$ cat src/rtl/lsu_pkg.sv
// Shared definitions for the load/store unit.
//   MEM_BUS      width of the load result handed to writeback
//   REG_BUS      architectural register width (store data, addresses)
//   DBUS_BE_BUS  number of byte enables on the data bus
//   LSU_*        RV32I funct3 encodings for load/store size and signedness
//   lsu_state_e  transaction FSM states
package lsu_pkg;

    localparam int MEM_BUS     = 32;
    localparam int REG_BUS     = 32;
    localparam int DBUS_BE_BUS = 4;

    localparam logic [2:0] LSU_B  = 3'b000;
    localparam logic [2:0] LSU_H  = 3'b001;
    localparam logic [2:0] LSU_W  = 3'b010;
    localparam logic [2:0] LSU_BU = 3'b100;
    localparam logic [2:0] LSU_HU = 3'b101;

    typedef enum logic [1:0] {
        LSU_IDLE = 2'd0,
        LSU_BUSY = 2'd1,
        LSU_RESP = 2'd2
    } lsu_state_e;

endpackage

$ cat src/rtl/lsu_align.sv
// Combinational lane handling for the load/store unit.
//   Request side (live execute inputs):
//     mem_we, funct3, addr_lo, wdata -> illegal, misaligned, be, st_data
//   Response side (fields latched at request time):
//     ld_funct3, ld_off, rdata -> ld_data (lane-selected and extended)
module lsu_align
    import lsu_pkg::*;
(
    input  logic                   mem_we,
    input  logic [2:0]             funct3,
    input  logic [1:0]             addr_lo,
    input  logic [REG_BUS-1:0]     wdata,
    input  logic [2:0]             ld_funct3,
    input  logic [1:0]             ld_off,
    input  logic [REG_BUS-1:0]     rdata,
    output logic                   illegal,
    output logic                   misaligned,
    output logic [DBUS_BE_BUS-1:0] be,
    output logic [REG_BUS-1:0]     st_data,
    output logic [MEM_BUS-1:0]     ld_data
);

    logic [REG_BUS-1:0] lane;

    // Unsigned variants only exist for loads.
    always_comb begin
        illegal = 1'b1;
        case (funct3)
            LSU_B, LSU_H, LSU_W: illegal = 1'b0;
            LSU_BU, LSU_HU:      illegal = mem_we;
            default:             illegal = 1'b1;
        endcase
    end

    // funct3[1:0] carries the access size: 00 byte, 01 half, 10 word.
    always_comb begin
        misaligned = 1'b0;
        be         = '0;
        case (funct3[1:0])
            2'b00: begin
                be = 4'b0001 << addr_lo;
            end
            2'b01: begin
                misaligned = addr_lo[0];
                be         = addr_lo[1] ? 4'b1100 : 4'b0011;
            end
            2'b10: begin
                misaligned = |addr_lo;
                be         = 4'b1111;
            end
            default: begin
                misaligned = 1'b0;
                be         = '0;
            end
        endcase
    end

    // Store data is replicated across lanes so the byte enables alone
    // pick the destination bytes.
    genvar gi;
    generate
        for (gi = 0; gi < DBUS_BE_BUS; gi++) begin : g_lane
            assign st_data[gi*8 +: 8] =
                (funct3[1:0] == 2'b00) ? wdata[7:0] :
                (funct3[1:0] == 2'b01) ? wdata[(gi % 2)*8 +: 8] :
                                         wdata[gi*8 +: 8];
        end
    endgenerate

    // Bring the addressed lane down to bit 0, then extend.
    assign lane = rdata >> {ld_off, 3'b000};

    always_comb begin
        ld_data = lane;
        case (ld_funct3)
            LSU_B:   ld_data = {{24{lane[7]}}, lane[7:0]};
            LSU_BU:  ld_data = {24'b0, lane[7:0]};
            LSU_H:   ld_data = {{16{lane[15]}}, lane[15:0]};
            LSU_HU:  ld_data = {16'b0, lane[15:0]};
            default: ld_data = lane;
        endcase
    end

endmodule

$ cat src/rtl/lsu.sv
// Memory-access stage: runs one request/acknowledge data-bus transaction
// per load/store and returns the extended load result to writeback.
//   clk, rst                          clock, asynchronous active-high reset
//   mem_en_i, mem_we_i, funct3_i,
//   addr_i, wdata_i                   access from execute
//   dbus_req_o/we_o/addr_o/be_o/
//   wdata_o                           registered bus request fields
//   dbus_ack_i, dbus_rdata_i          bus completion and read data
//   mem_o                             extended load data (registered)
//   stall_o                           hold the upstream pipeline
//   done_o                            one-cycle completion pulse (RESP)
//   misalign_o                        misaligned access rejected (IDLE)
//   fault_o                           illegal funct3 (IDLE) or timeout (RESP)
module lsu
    import lsu_pkg::*;
#(
    parameter int unsigned TIMEOUT_CYCLES = 255
)
(
    input  logic                   clk,
    input  logic                   rst,
    input  logic                   mem_en_i,
    input  logic                   mem_we_i,
    input  logic [2:0]             funct3_i,
    input  logic [REG_BUS-1:0]     addr_i,
    input  logic [REG_BUS-1:0]     wdata_i,
    output logic                   dbus_req_o,
    output logic                   dbus_we_o,
    output logic [REG_BUS-1:0]     dbus_addr_o,
    output logic [DBUS_BE_BUS-1:0] dbus_be_o,
    output logic [REG_BUS-1:0]     dbus_wdata_o,
    input  logic                   dbus_ack_i,
    input  logic [REG_BUS-1:0]     dbus_rdata_i,
    output logic [MEM_BUS-1:0]     mem_o,
    output logic                   stall_o,
    output logic                   done_o,
    output logic                   misalign_o,
    output logic                   fault_o
);

    // Counter value seen on the last BUSY cycle before expiry.
    localparam logic [7:0] TMO_LAST = 8'(TIMEOUT_CYCLES - 1);

    lsu_state_e               state_reg, state_next;
    logic [7:0]               cnt_reg;
    logic [2:0]               f3_reg;
    logic [1:0]               off_reg;
    logic                     tmo_reg;

    logic                     illegal;
    logic                     misaligned;
    logic [DBUS_BE_BUS-1:0]   be_w;
    logic [REG_BUS-1:0]       st_data_w;
    logic [MEM_BUS-1:0]       ld_data_w;
    logic                     launch;
    logic                     ack_busy;
    logic                     expire;

    lsu_align u_align (
        .mem_we     (mem_we_i),
        .funct3     (funct3_i),
        .addr_lo    (addr_i[1:0]),
        .wdata      (wdata_i),
        .ld_funct3  (f3_reg),
        .ld_off     (off_reg),
        .rdata      (dbus_rdata_i),
        .illegal    (illegal),
        .misaligned (misaligned),
        .be         (be_w),
        .st_data    (st_data_w),
        .ld_data    (ld_data_w)
    );

    assign launch   = (state_reg == LSU_IDLE) && mem_en_i && !illegal && !misaligned;
    assign ack_busy = (state_reg == LSU_BUSY) && dbus_ack_i;
    // An ack on the expiry cycle takes priority, hence the !dbus_ack_i.
    assign expire   = (state_reg == LSU_BUSY) && !dbus_ack_i && (cnt_reg == TMO_LAST);

    // State register
    always_ff @(posedge clk or posedge rst) begin
        if (rst) begin
            state_reg <= LSU_IDLE;
        end else begin
            state_reg <= state_next;
        end
    end

    // Next-state logic
    always_comb begin
        state_next = state_reg;
        case (state_reg)
            LSU_IDLE: if (launch) state_next = LSU_BUSY;
            LSU_BUSY: if (ack_busy || expire) state_next = LSU_RESP;
            LSU_RESP: state_next = LSU_IDLE;
            default:  state_next = LSU_IDLE;
        endcase
    end

    // Output logic
    always_comb begin
        misalign_o = 1'b0;
        fault_o    = 1'b0;
        stall_o    = 1'b0;
        done_o     = 1'b0;
        case (state_reg)
            LSU_IDLE: begin
                if (mem_en_i) begin
                    fault_o    = illegal;
                    misalign_o = !illegal && misaligned;
                    stall_o    = launch;
                end
            end
            LSU_BUSY: stall_o = 1'b1;
            LSU_RESP: begin
                done_o  = 1'b1;
                fault_o = tmo_reg;
            end
            default: ;
        endcase
    end

    // Bus fields, timeout counter and load result
    always_ff @(posedge clk or posedge rst) begin
        if (rst) begin
            dbus_req_o   <= 1'b0;
            dbus_we_o    <= 1'b0;
            dbus_addr_o  <= '0;
            dbus_be_o    <= '0;
            dbus_wdata_o <= '0;
            mem_o        <= '0;
            cnt_reg      <= '0;
            f3_reg       <= '0;
            off_reg      <= '0;
            tmo_reg      <= 1'b0;
        end else begin
            case (state_reg)
                LSU_IDLE: begin
                    if (launch) begin
                        dbus_req_o   <= 1'b1;
                        dbus_we_o    <= mem_we_i;
                        dbus_addr_o  <= {addr_i[31:2], 2'b00};
                        dbus_be_o    <= be_w;
                        dbus_wdata_o <= st_data_w;
                        f3_reg       <= funct3_i;
                        off_reg      <= addr_i[1:0];
                        cnt_reg      <= '0;
                        tmo_reg      <= 1'b0;
                    end
                end
                LSU_BUSY: begin
                    if (dbus_ack_i) begin
                        dbus_req_o <= 1'b0;
                        if (!dbus_we_o) begin
                            mem_o <= ld_data_w;
                        end
                    end else if (expire) begin
                        dbus_req_o <= 1'b0;
                        tmo_reg    <= 1'b1;
                    end else begin
                        cnt_reg <= cnt_reg + 8'd1;
                    end
                end
                LSU_RESP: tmo_reg <= 1'b0;
                default: ;
            endcase
        end
    end

endmodule
$ cat config.mk
export PLATFORM = sky130hd
export DESIGN_NAME = lsu
export DESIGN_NICKNAME = d
export VERILOG_FILES = /design/src/rtl/lsu_pkg.sv /design/src/rtl/lsu_align.sv /design/src/rtl/lsu.sv
export SDC_FILE = /design/constraint.sdc
export NUM_CORES = 1
export LEC_CHECK = 0
export ABC_CLOCK_PERIOD_IN_PS = 8400
export BUFFER_PORTS_ARGS = -buffer_cell sky130_fd_sc_hd__buf_2
export CAP_MARGIN = 20
export CORE_MARGIN = 1.5
export CORE_UTILIZATION = 35
export DETAILED_ROUTE_END_ITERATION = 6
export GPL_TIMING_DRIVEN = 0
export PLACE_DENSITY = 0.63
export SYNTH_ARGS = -nofsm -noshare
export SYNTH_HDL_FRONTEND = slang
export SYNTH_SLANG_ARGS = --single-unit
export TNS_END_PERCENT = 1
$ cat constraint.sdc
create_clock -name clk -period 8.4 [get_ports clk]
set_input_delay 0.84 -clock clk [delete_from_list [all_inputs] [get_ports clk]]
set_output_delay 0.84 -clock clk [all_outputs]
set_load 0.01 [all_outputs]
Word level (Yosys, flattened, before mapping)
Index checks and enable logic that the tools add are counted.
- muxes and demuxes: 32
- add/subtract/negate cells: 1
- shift operators: 2
- reduce and logical (&&, ||, !) cells: 26
- equal/unequal tests: 18
- bitwise logic cells: 1
- operators with widths (operator ; number):
    one-hot mux 32 bit (4 select lines) ; 1
    two-way mux 8 bit ; 8
    right shift 32 x 5 -> 32 bit ; 1
    one-hot mux 8 bit (2 select lines) ; 1
    == test 3 bit (second input constant) ; 4
    one-hot mux 4 bit (3 select lines) ; 1
    two-way mux 1 bit ; 11
    one-hot mux 1 bit (2 select lines) ; 5
    adder 8 x 1 -> 8 bit (second input constant) ; 1
    == test 8 bit (second input constant) ; 1
    inequality test 2 bit (second input constant) ; 4
    AND reduction 4 bit ; 2
    logical AND 1 bit ; 7
    == test 3 x 1 -> 1 bit (second input constant) ; 2
    zero test 3 bit ; 2
    AND reduction 3 bit ; 2
    == test 2 x 1 -> 1 bit (second input constant) ; 2
    == test 2 bit (second input constant) ; 2
    zero test 2 bit ; 2
    two-way mux 2 bit ; 2
    two-way mux 4 bit ; 1
    one-hot mux 2 bit (2 select lines) ; 1
    AND reduction 2 bit ; 2
    OR reduction 2 bit ; 2
    11 further kinds ; 13
- output and inout bits: 106
- word-level logic and storage cells: 91
- input port bits: 104
- register bits: 116

Longest topological paths before layout
Gate-level depths: netlist (run 1).
- word-level depth: 8
- mapped depth: 11
- mapped depth without buffers: 6

Modules after synthesis
From an unflattened synthesis (run 1), not the netlist that was laid out.
- cells, all modules: 655
- area total of the unflattened synthesis: 6252.2 um2
- modules (own cells, without submodules) (module ; cells each ; seq. area each (um2) ; area an instance (um2) ; times used):
    lsu ; 451 ; 2902.8 ; 4812.1 ; 1
    lsu_align ; 204 ; 0.0 ; 1440.1 ; 1

Least setup slack after synthesis (run 1)
Ideal clock, no wire load.
- path kind: input to output
- start: in funct3_i[0]
- end: out fault_o
- stages: 8
- buffers on the path: 2
- data required time: 7560 ps
- data arrival time: 2482 ps
- setup slack: 5078 ps
- path through: inv_1 -> ha_1 -> buf_2 -> nor2_4 -> a22oi_1 -> buf_2 -> or3b_2 -> a21oi_1
- cells in the longest elaborated chain, start to end: 5
- elaborated cells on any way between the ends: 10
- classes of those cells: eq/ne (4); mux (3); reduce/logical (3)
- ends and longest elaborated chain (item ; RTL line ; text):
    start, declared ; lsu.sv:24 ; input logic [2:0] funct3_i,
    == test 3 x 1 -> 1 bit (tied with other cells) ; lsu_align.sv:28 ; case (funct3)
    OR reduction 3 bit / OR reduction 2 bit (equally long branches) ; lsu_align.sv:28 ;
    one-hot mux 1 bit (2 select lines) * ; lsu_align.sv:28 ;
    two-way mux 1 bit * ; lsu.sv:107 ; if (mem_en_i) begin
    one-hot mux 1 bit (2 select lines) * ; lsu.sv:105 ; case (state_reg)
    end, declared ; lsu.sv:38 ; output logic fault_o
Every way passes the cells marked *; elsewhere a longest branch is shown, timed or not.

Final worst setup path (run 1)
Ends and elaborated chain as after synthesis.

==> results of run 1 <==
[area by class of cell]
type,count,area (um2),share of cell area
multi-input cells,339,2450,0.323
flip-flops and latches,116,2900,0.383
clock inverters,13,251,0.0332
inverters,9,38.8,0.00512
plain buffers,35,159,0.0210
clock buffers,19,453,0.0597
well taps,211,264,0.0348
repair buffers,208,1060,0.140
[logic make-up after synthesis]
group,Yosys count,synth area share
AOI/OAI and AO/OA,110,0.120
xor gates and xnor gates,1,0.00158
adders and majority gates,6,0.0135
buffers and inverters,44,0.0348
DFF,116,0.524
muxes,98,0.194
other,1,0.000677
and+or+nand+nor,122,0.112
[metal layers]
layer / share of wire / wire (um)
met5: 0.00076 / 12
met4: 0.017 / 269
met3: 0.064 / 1020
met2: 0.48 / 7600
met1: 0.44 / 6950
[metrics by stage]
step	total power (W)	worst slack (ps)	instances
after CTS	0.00255	4610	950
final	0.00253	4630	950
after floorplan	0.00133	4490	499
after global placement	0.00165	3170	917
after global routing	0.00267	4440	950
after detailed placement	0.00167	4620	918
[power by group through the flow]
stage	Combinational (W)	Clock, W	Sequential, W
floorplan	0.000359	0	0.000970
global placement	0.000766	0	0.000880
detailed placement	0.000780	0	0.000891
CTS	0.000784	0.000883	0.000885
global route	0.000851	0.000905	0.000910
finish	0.000776	0.000869	0.000885
[cells in the final DEF (no fill, tap or decap), drive strengths merged, types with 10 or more instances in the layout]
cell | synthesis | final
inv | 9 | 10
nor2 | 28 | 28
mux2i | 33 | 33
mux2 | 64 | 64
clkbuf | 17 | 36
nand3 | 17 | 17
a31oi | 24 | 24
buf | 18 | 226
dfrtp | 116 | 116
nand2 | 36 | 36
nand2b | 12 | 12
o21ai | 31 | 31
a21oi | 33 | 33
[path summary, 6_finish.rpt]
kind / from / to / cells past startpoint
max in group asynchronous: rst / cnt_reg[6] / 3
min in group clk: mem_o[1] / mem_o[1] / 2
setup reg to reg: state_reg[1] / dbus_addr_o[3] / 5
hold / removal: rst / dbus_addr_o[2] / 2
setup / recovery: funct3_i[0] / fault_o / 10
hold reg to reg: mem_o[1] / mem_o[1] / 2
[critical path: cells and delay by family]
kind                     cells  cell delay [ps]
adder cells (fa/ha/maj)      1              180
AND/OR/NAND/NOR              2              820
buffers and inverters        5              760
AO/OA/AOI/OAI                2              340
[cell usage after synthesis, types with 2 or more instances]
library cell and instances:
buf_1 3, buf_4 3, nand3_1 17, buf_2 12, nor3b_1 2, a21o_1 2
nand2_1 36, and2_1 7, mux2_2 64, o31ai_1 4, inv_1 9, or3_1 2
mux2i_1 33, clkbuf_1 16, ha_1 6, nand2b_1 12, or4_1 4, o21bai_1 2
a31oi_1 24, and3_1 2, nor2_1 27, nor2b_1 4, a21oi_1 33, o21ai_0 31
dfrtp_1 116, a221o_1 8
==> summary.md, run 1 <==
| Metric | Value |
|---|---|
| Final setup viols | `0` |
| Synth area leaders | `dfrtp_1, mux2_2, mux2i_1` |
| GR Util met3 | `0.0632` |
| Post-synth top area share | `0.524` |
| Post_cts resized | `0` |
| Capturing element type of the critical path | `primary output` |
| IO buf count | `a little over 200` |
| Worst path cell trace | `buf_2 -> inv_1 -> ha_1 -> buf_2 -> nor2_4 -> a22oi_1 -> buf_2 -> or3b_2 -> a21oi_1 -> buf_2` |
| Wire per inst | `approximately 17 um` |
| RSZ-0062 raised after global routing | `false` |
| # IOs | `210` |
| Nets | `~840` |
| Distinct cell type count after synthesis | `between 40 and 50` |
| R2R Setup Slk | `5890 ps` |
| Yosys warns | `0` |
| Seq/Total Area, Yosys | `0.524` |
| Min-Delay Path Class | `primary input to async pin` |
| PwrDens | `roughly 330 nW/um2` |
| H-tree depth | `4` |
| Setup Total Neg Slack | `0 ps` |
| Fill count | `around 1400` |
| Total CTS buffers | `17` |
| RePlAce Congestion | `0.837` |
| Comb pwr share | `0.307` |
| Rows | `45` |
| Achievable Freq | `around 0.27 GHz` |
| EDFF count, synth | `0` |
| WS Path Type | `primary input to primary output` |
| DR pass1 iterations | `4` |
| Mapped Cells | `between 400 and 500` |
| Sw Ratio | `0.315` |
| Final Hold Vio Count | `0` |
| Core area | `approximately 15000 um2` |
| Antenna viol nets, final | `0` |
| # DRC | `0` |
| Top flop regs | `dbus_wdata_o (32), mem_o (32), dbus_addr_o (30)` |
| Clock root cell | `clkbuf_16` |
| Initial antenna violation count | `1` |
| Pint | `around 0.0017 W` |
| Clk pin slew, worst setup/hold paths | `approximately 50 ps` |
| Req. time, crit path | `~7600 ps` |
| Worst VDD drop | `152 uV` |
| Part of the power in the clock network | `0.343` |
| CTS tree | `built` |
| Drt total wl | `around 16000 um` |
| Crit path time final | `roughly 3800 ps` |
| CP arrival | `2930 ps` |
| Clock skew | `5.93 ps` |
| GRT busiest layer | `met2` |
| Placed cell areas | `approximately 6900 um2` |
| Most common flop cell mapped by yosys | `dfrtp_1` |
| Die W | `~130 um` |
| Slowest stage delay, CP | `around 480 ps` |
| Final instance area | `~7600 um2` |
| # hold bufs at CTS | `0` |
| Detailed placement HPWL | `approximately 12000 um` |
| Tot GR Track Use | `0.196` |
| Async S/R FF share, synth | `1.00` |
| Crit-path max FO | `10` |
| Sink Count | `around 120` |
| Sequential power share | `0.350` |
| Slowest-stage cell, CP | `or3b_2` |
| Utilization after layout | `0.495` |
| Clk Latency, worst-skew pair | `approximately 420 ps` |
| Initial Util | `0.362` |
| Mean post-synth cell area | `11.1 um2` |
| Status | `complete, no violations` |
| Pleak | `3.69 nW` |
| Synthesized cell area | `between 5000 and 6000 um2` |
| Max cap viols | `0` |
| Met2 Track Usage GR | `0.319` |
| Layout cell share with drive strength beyond 1 | `0.445` |
| Grt total ovfl | `0` |
| Maximum number of pins on one net before global-route repair | `74` |
| Most frequent CP cell | `buf_2` |
| Net Sw Power | `0.000797 W` |
| Slew @ Worst Pin | `roughly 760 ps` |
| Area leader, netlist | `dfrtp_1` |
| Vias in the first global route | `a little under 5000` |
| Max Root-Sink Buffers | `2` |
| Detailed Route Iter0 Violations | `~230` |
| Die area | `around 17000 um2` |
| Via count | `4754` |
| Critical Path Source Type | `primary input` |
| Final worst-path cycle share | `0.449` |
| Area Overhead vs Synth | `36.8%` |
| Grt met1 use | `0.245` |
| Die Y | `129 um` |
| Drt via density | `about 5.0` |
| Post-CTS Setup Inserts | `0` |
| Synthesized flop and latch total | `~120` |
| Antenna cells | `0` |
| Final hold slack | `roughly 430 ps` |
| Slew Viols, Final | `0` |
| First-pass GRT wire length | `25000 um` |
| Worst slew margin | `0.490` |
Note: power is estimated with default switching activity, not from simulation.
==> inputs of run 2 (changes only) <==
--- a/config.mk
+++ b/config.mk
@@ -5,14 +5,14 @@
 export SDC_FILE = /design/constraint.sdc
 export NUM_CORES = 1
 export LEC_CHECK = 0
-export ABC_CLOCK_PERIOD_IN_PS = 8400
+export ABC_CLOCK_PERIOD_IN_PS = 3200
 export BUFFER_PORTS_ARGS = -buffer_cell sky130_fd_sc_hd__buf_2
 export CAP_MARGIN = 20
 export CORE_MARGIN = 1.5
 export CORE_UTILIZATION = 35
 export DETAILED_ROUTE_END_ITERATION = 6
 export GPL_TIMING_DRIVEN = 0
-export PLACE_DENSITY = 0.63
+export PLACE_DENSITY = 0.66
 export SYNTH_ARGS = -nofsm -noshare
 export SYNTH_HDL_FRONTEND = slang
 export SYNTH_SLANG_ARGS = --single-unit
==> constraint.sdc (replaced) <==
create_clock -name clk -period 3.2 [get_ports clk]
set_input_delay 0.32 -clock clk [delete_from_list [all_inputs] [get_ports clk]]
set_output_delay 0.32 -clock clk [all_outputs]
set_load 0.01 [all_outputs]
==> run 2 against run 1 <==
Critical path depth decreased by 6. Final cell count increased by 0.32%. Routed wire length decreased by 1.3%. Via count increased by 0.29%.
==> summary.md, run 2 (same netlist as run 1, synthesis figures left out) <==
| Metric | Value |
|---|---|
| Status | `complete, no violations (unchanged)` |
| GRT busiest layer | `met2 (unchanged)` |
| R2R Path Start | `state_reg[1] (unchanged)` |
| Crit path time final | `roughly 2800 ps` |
| Register area | `2900 um2 (unchanged)` |
| Multi-input combinational cell area | `2450 um2 (unchanged)` |
| Grt met1 use | `0.248 (was 0.245)` |
| GR Util met3 | `0.0711 (was 0.0632)` |
| Req. time, crit path | `2880 ps (was 7560 ps)` |
| Capturing element type of the critical path | `primary output (unchanged)` |
| Top flop regs | `dbus_wdata_o (32), mem_o (32), dbus_addr_o (30) (unchanged)` |
| Worst VDD drop | `367 uV (was 152 uV)` |
| WS Path Type | `flop to primary output (was primary input to primary output)` |
| Max Root-Sink Buffers | `2 (unchanged)` |
| Post_cts resized | `0 (unchanged)` |
| # IOs | `210 (unchanged)` |
| Detailed placement HPWL | `11700 um (was 11900 um)` |
| Antenna viol nets, final | `0 (unchanged)` |
| Final Power | `0.00621 W (was 0.00253 W)` |
| Die area | `16600 um2 (unchanged)` |
| Most frequent cells in the layout | `buf_2, dfrtp_1, mux2_2 (unchanged)` |
| Drt via density | `5.00 (about the same)` |
| Clk pin slew, worst setup/hold paths | `60 ps (was 50 ps)` |
| Via count | `4768 (was 4754)` |
| HP Start | `addr_i[28]` |
| Utilization after layout | `0.490 (was 0.495)` |
| RSZ-0062 raised after global routing | `false (unchanged)` |
| Min-Delay Path Class | `primary input to flop (was primary input to async pin)` |
| Most common cell after layout, fill and taps aside | `buf_2 (unchanged)` |
| Total CTS buffers | `17 (unchanged)` |
| Layout cell share with drive strength beyond 1 | `0.446 (was 0.445)` |
| Sink Count | `116 (unchanged)` |
| Achievable Freq | `0.363 GHz` |
| Maximum number of pins on one net before global-route repair | `39 (was 74)` |
| Die Y | `129 um (unchanged)` |
| Crit-path max FO | `10 (unchanged)` |
| Crit path launch | `state_reg[1] (was funct3_i[0])` |
| Final Hold Vio Count | `0 (unchanged)` |
| Final setup viols | `0 (unchanged)` |
| DR pass1 iterations | `4 (unchanged)` |
| Pleak | `3.63 nW (was 3.69 nW)` |
| Initial Util | `0.362 (unchanged)` |
| Antenna cells | `0 (unchanged)` |
| Tot GR Track Use | `0.195 (was 0.196)` |
| Wire per inst | `16.4 um (was 16.7 um)` |
| Final worst-path cycle share | `0.861` |
| Area Overhead vs Synth | `35.4% (was 36.8%)` |
| Worst slew margin | `0.452 (was 0.490)` |
| Fill count | `1486 (was 1439)` |
| Rows | `45 (unchanged)` |
| Clock root cell | `clkbuf_16 (unchanged)` |
| Clk Latency, worst-skew pair | `430 ps (was 420 ps)` |
| RePlAce Congestion | `0.821 (was 0.837)` |
| Slew Viols, Final | `0 (unchanged)` |
| Vias in the first global route | `4616 (was 4926)` |
| Setup Total Neg Slack | `0 ps (unchanged)` |
| Core area | `15300 um2 (unchanged)` |
| Drt total wl | `15600 um (was 15900 um)` |
| Grt total ovfl | `0 (unchanged)` |
| Die W | `129 um (unchanged)` |
| Initial antenna violation count | `0 (was 1)` |
| First-pass GRT wire length | `24600 um (was 25000 um)` |
| Max cap viols | `0 (unchanged)` |
| PwrDens | `827 nW/um2 (was 334 nW/um2)` |
| CTS tree | `built (unchanged)` |
| H-tree depth | `4 (unchanged)` |
| CP arrival | `2440 ps (was 2930 ps)` |
| Met2 Track Usage GR | `0.304 (was 0.319)` |
| # DRC | `0 (unchanged)` |
| Nets | `839 (was 836)` |
| Critical Path Source Type | `flop (was primary input)` |
| Slew @ Worst Pin | `818 ps (was 763 ps)` |
| Detailed Route Iter0 Violations | `278 (was 227)` |
| Clock skew | `19.3 ps (was 5.93 ps)` |
| IO buf count | `207 (unchanged)` |
==> run 2: changes by cell type in the layout (fill, tap and decap cells not counted) <==
cell,previous run,this run
bufinv_16,7,2
clkinvlp_4,0,5
buf_12,0,3
clkbuf_8,2,0
clkinv_4,2,4
buf_16,1,0
dlygate4sd3_1,0,1
==> run 2: worst paths after layout <==
path | to | cells after the start | slack, ps
min | dbus_addr_o[28] | 2 | 120
max in group asynchronous | off_reg[1] | 5 | 2110
max reg2reg | cnt_reg[1] | 6 | 580
min in group asynchronous | mem_o[24] | 3 | 380
min reg2reg | dbus_req_o | 1 | 480
max | stall_o | 4 | 440
==> run 2: worst max-delay path, stage by stage, from the launching register on <==
cell     delay, ps
dfrtp_1        440
nor3b_2        710
nand3_1        560
nand2_1        160
buf_2          150
==> run 2: metal layers <==
layer	part of all wire	wire, um	up-vias
met2	0.46	7200	185
li1	-	-	2260
met1	0.45	6970	2306
met3	0.082	1280	17
met5	0	0	-
met4	0.013	199	0
==> run 2: what timing repair did <==
action / in CTS / in global routing
hold endpoints to repair: 7 / 0
buffers inserted: 0 / 0
hold buffers: 1 / 0
==> run 2: per-stage QoR <==
| step | instance area [um2] | instances | hold WS (ps) | setup WS (ps) |
|---|---|---|---|---|
| 2_1_floorplan | 5550 | 499 | 466 | 918 |
| 3_3_place_gp | 6850 | 917 | 457 | 454 |
| 3_5_place_dp | 6910 | 920 | 249 | 422 |
| 4_1_cts | 7500 | 953 | 110 | 408 |
| 5_1_grt | 7500 | 953 | 111 | 253 |
| 6_report | 7500 | 953 | 119 | 444 |
==> run 2: cell type report <==
type | count | area share
Timing Repair Buffer | 211 | 0.147
Clock buffer | 17 | 0.0567
Multi-Input combinational cell | 339 | 0.327
Inverter | 9 | 0.00500
Tap cell | 211 | 0.0352
Sequential cell | 116 | 0.387
Buffer | 35 | 0.0212
Clock inverter | 15 | 0.0210
==> run 2: power breakdown <==
group	switching, W	total, W	internal [W]	leakage, nW
Combinational	0.00107	0.00203	0.000962	1.95
Sequential	0.000298	0.00230	0.00201	1.41
Clock	0.000723	0.00187	0.00115	0.276
==> inputs of run 3 (changes only) <==
--- a/config.mk
+++ b/config.mk
@@ -6,13 +6,13 @@
 export NUM_CORES = 1
 export LEC_CHECK = 0
 export ABC_CLOCK_PERIOD_IN_PS = 3200
-export BUFFER_PORTS_ARGS = -buffer_cell sky130_fd_sc_hd__buf_2
+export BUFFER_PORTS_ARGS = -buffer_cell sky130_fd_sc_hd__buf_4
 export CAP_MARGIN = 20
 export CORE_MARGIN = 1.5
 export CORE_UTILIZATION = 35
 export DETAILED_ROUTE_END_ITERATION = 6
 export GPL_TIMING_DRIVEN = 0
-export PLACE_DENSITY = 0.66
+export PLACE_DENSITY = 0.74
 export SYNTH_ARGS = -nofsm -noshare
 export SYNTH_HDL_FRONTEND = slang
 export SYNTH_SLANG_ARGS = --single-unit
==> run 3 against run 2 <==
Setup slack better by 45 ps. Total power up 4.8%. Final cell count down 0.21%. First-iteration DRC count down 32%. Critical path type unchanged. Largest cell class unchanged. Clock-buffer cell count up 3. Fmax up 1.7%. Critical path depth unchanged. Register-to-register slack better by 120 ps. Hold slack better by 11 ps.
==> summary.md, run 3 (same netlist as run 1, synthesis figures left out) <==
| Metric | Value |
|---|---|
| Fill count | `1444 (was 1486)` |
| Top flop regs | `dbus_wdata_o (32), mem_o (32), dbus_addr_o (30) (unchanged)` |
| DR pass1 iterations | `5 (was 4)` |
| Pleak | `3.78 nW (was 3.63 nW)` |
| CTS tree | `built (unchanged)` |
| Post_cts resized | `0 (unchanged)` |
| IO buf count | `207 (unchanged)` |
| Min-Delay Path Class | `primary input to flop (unchanged)` |
| # DRC | `0 (unchanged)` |
| Most frequent cells in the layout | `buf_4, dfrtp_1, mux2_2 (was buf_2, dfrtp_1, mux2_2)` |
| Layout cell share with drive strength beyond 1 | `0.442 (was 0.446)` |
| Worst VDD drop | `390 uV (was 367 uV)` |
| Achievable Freq | `0.369 GHz (was 0.363 GHz)` |
| Multi-input combinational cell area | `2450 um2 (unchanged)` |
| Antenna cells | `0 (unchanged)` |
| Tot GR Track Use | `0.198 (was 0.195)` |
| Capturing element type of the critical path | `primary output (unchanged)` |
| Initial antenna violation count | `0 (unchanged)` |
| First-pass GRT wire length | `25500 um (was 24600 um)` |
| Die area | `16600 um2 (unchanged)` |
| Pre-CTS setup slack | `498 ps (was 422 ps)` |
| Max cap viols | `0 (unchanged)` |
| Req. time, crit path | `2880 ps (about the same)` |
| Critical Path Source Type | `flop (unchanged)` |
| Wire per inst | `16.7 um (was 16.4 um)` |
| Detailed Route Iter0 Violations | `190 (was 278)` |
| Area Overhead vs Synth | `44.3% (was 35.4%)` |
| PwrDens | `814 nW/um2 (was 827 nW/um2)` |
| Final Hold Vio Count | `0 (unchanged)` |
| CP arrival | `2390 ps (was 2440 ps)` |
| Die Y | `129 um (unchanged)` |
| Rows | `45 (unchanged)` |
| PnR worst setup slack | `489 ps (was 444 ps)` |
| RePlAce Congestion | `0.808 (was 0.821)` |
| Grt total ovfl | `0 (unchanged)` |
| Final worst-path cycle share | `0.847 (was 0.861)` |
| Core area | `15300 um2 (unchanged)` |
| Total CTS buffers | `17 (unchanged)` |
| Nets | `839 (unchanged)` |
| Detailed placement HPWL | `12000 um (was 11700 um)` |
| Setup Total Neg Slack | `0 ps (unchanged)` |
| # IOs | `210 (unchanged)` |
| Max Root-Sink Buffers | `2 (unchanged)` |
| Register area | `2900 um2 (unchanged)` |
| RSZ-0062 raised after global routing | `false (unchanged)` |
| Crit-path max FO | `10 (unchanged)` |
| Drt via density | `4.99 (was 5.00)` |
| Slew @ Worst Pin | `763 ps (was 818 ps)` |
| Worst slew margin | `0.490 (was 0.452)` |
| Clock root cell | `clkbuf_16 (unchanged)` |
| Clock skew | `9.85 ps (was 19.3 ps)` |
| Crit path time final | `2710 ps (was 2760 ps)` |
| Initial Util | `0.362 (unchanged)` |
| Drt total wl | `15900 um (was 15600 um)` |
| WS Path Type | `flop to primary output (unchanged)` |
| Status | `complete, no violations (unchanged)` |
| Via count | `4744 (was 4768)` |
| Maximum number of pins on one net before global-route repair | `41 (was 39)` |
| Clk Latency, worst-skew pair | `420 ps (was 430 ps)` |
| Slew Viols, Final | `0 (unchanged)` |
| Clk pin slew, worst setup/hold paths | `60 ps (about the same)` |
| Sink Count | `116 (unchanged)` |
| Antenna viol nets, final | `0 (unchanged)` |
| Vias in the first global route | `4884 (was 4616)` |
| Die W | `129 um (unchanged)` |
| Final setup viols | `0 (unchanged)` |
| Most common cell after layout, fill and taps aside | `buf_4 (was buf_2)` |
| H-tree depth | `4 (unchanged)` |
==> run 3: final timing paths <==
kind	startpoint	end	slack [ps]	cells after the start
worst max register to register	state_reg[1]	dbus_addr_o[2]	700	5
worst max-delay path	state_reg[1]	stall_o	490	4
worst min register to register	mem_o[0]	mem_o[0]	480	2
worst min-delay path	addr_i[24]	dbus_addr_o[24]	130	2
max in group asynchronous	rst	dbus_addr_o[8]	2110	5
min in group asynchronous	rst	mem_o[9]	370	3
==> run 3: routing by layer <==
| metal | wire length (um) | share of wire | track usage | vias to the layer above |
|---|---|---|---|---|
| met3 | 1150 | 0.072 | 0.0549 | 22 |
| met1 | 6920 | 0.43 | 0.253 | 2297 |
| met2 | 7590 | 0.48 | 0.327 | 176 |
| li1 | - | - | - | 2249 |
| met5 | 0 | 0 | 0 | - |
| met4 | 256 | 0.016 | 0.0654 | 0 |
==> run 3: through the flow <==
step	power [W]	instance area, um2	hold WS [ps]	std cells	util
6_report	0.00651	7990	130	951	0.522
5_1_grt	0.00689	7990	126	951	0.522
4_1_cts	0.00658	7990	119	951	0.522
3_5_place_dp	0.00473	7430	246	920	0.485
3_3_place_gp	0.00467	7370	466	917	0.481
2_1_floorplan	0.00349	5550	466	499	-
==> run 3: timing repair <==
item | CTS | global route
endpoints found under the hold margin | 6 | 0
setup buffers | 0 | 0
hold buffers | 1 | 0
==> run 3: area by class of cell <==
class | instances | area share
Clock inverter | 10 | 0.0138
Sequential cell | 116 | 0.363
Timing Repair Buffer | 211 | 0.203
Inverter | 9 | 0.00470
Clock buffer | 20 | 0.0559
Tap cell | 211 | 0.0330
Buffer | 35 | 0.0199
Multi-Input combinational cell | 339 | 0.306
==> run 3: power by group <==
group	leakage (nW)	switching, W	internal [W]
clock network	0.264	0.000672	0.00115
registers	1.41	0.000327	0.00201
logic	2.11	0.00109	0.00127
total	3.78	0.00208	0.00442
==> run 3: critical path: stages (launching register included) <==
cell and delay [ps]:
dfrtp_1 460, nor3b_2 630, nand3_1 560, nand2_1 190
buf_4 140
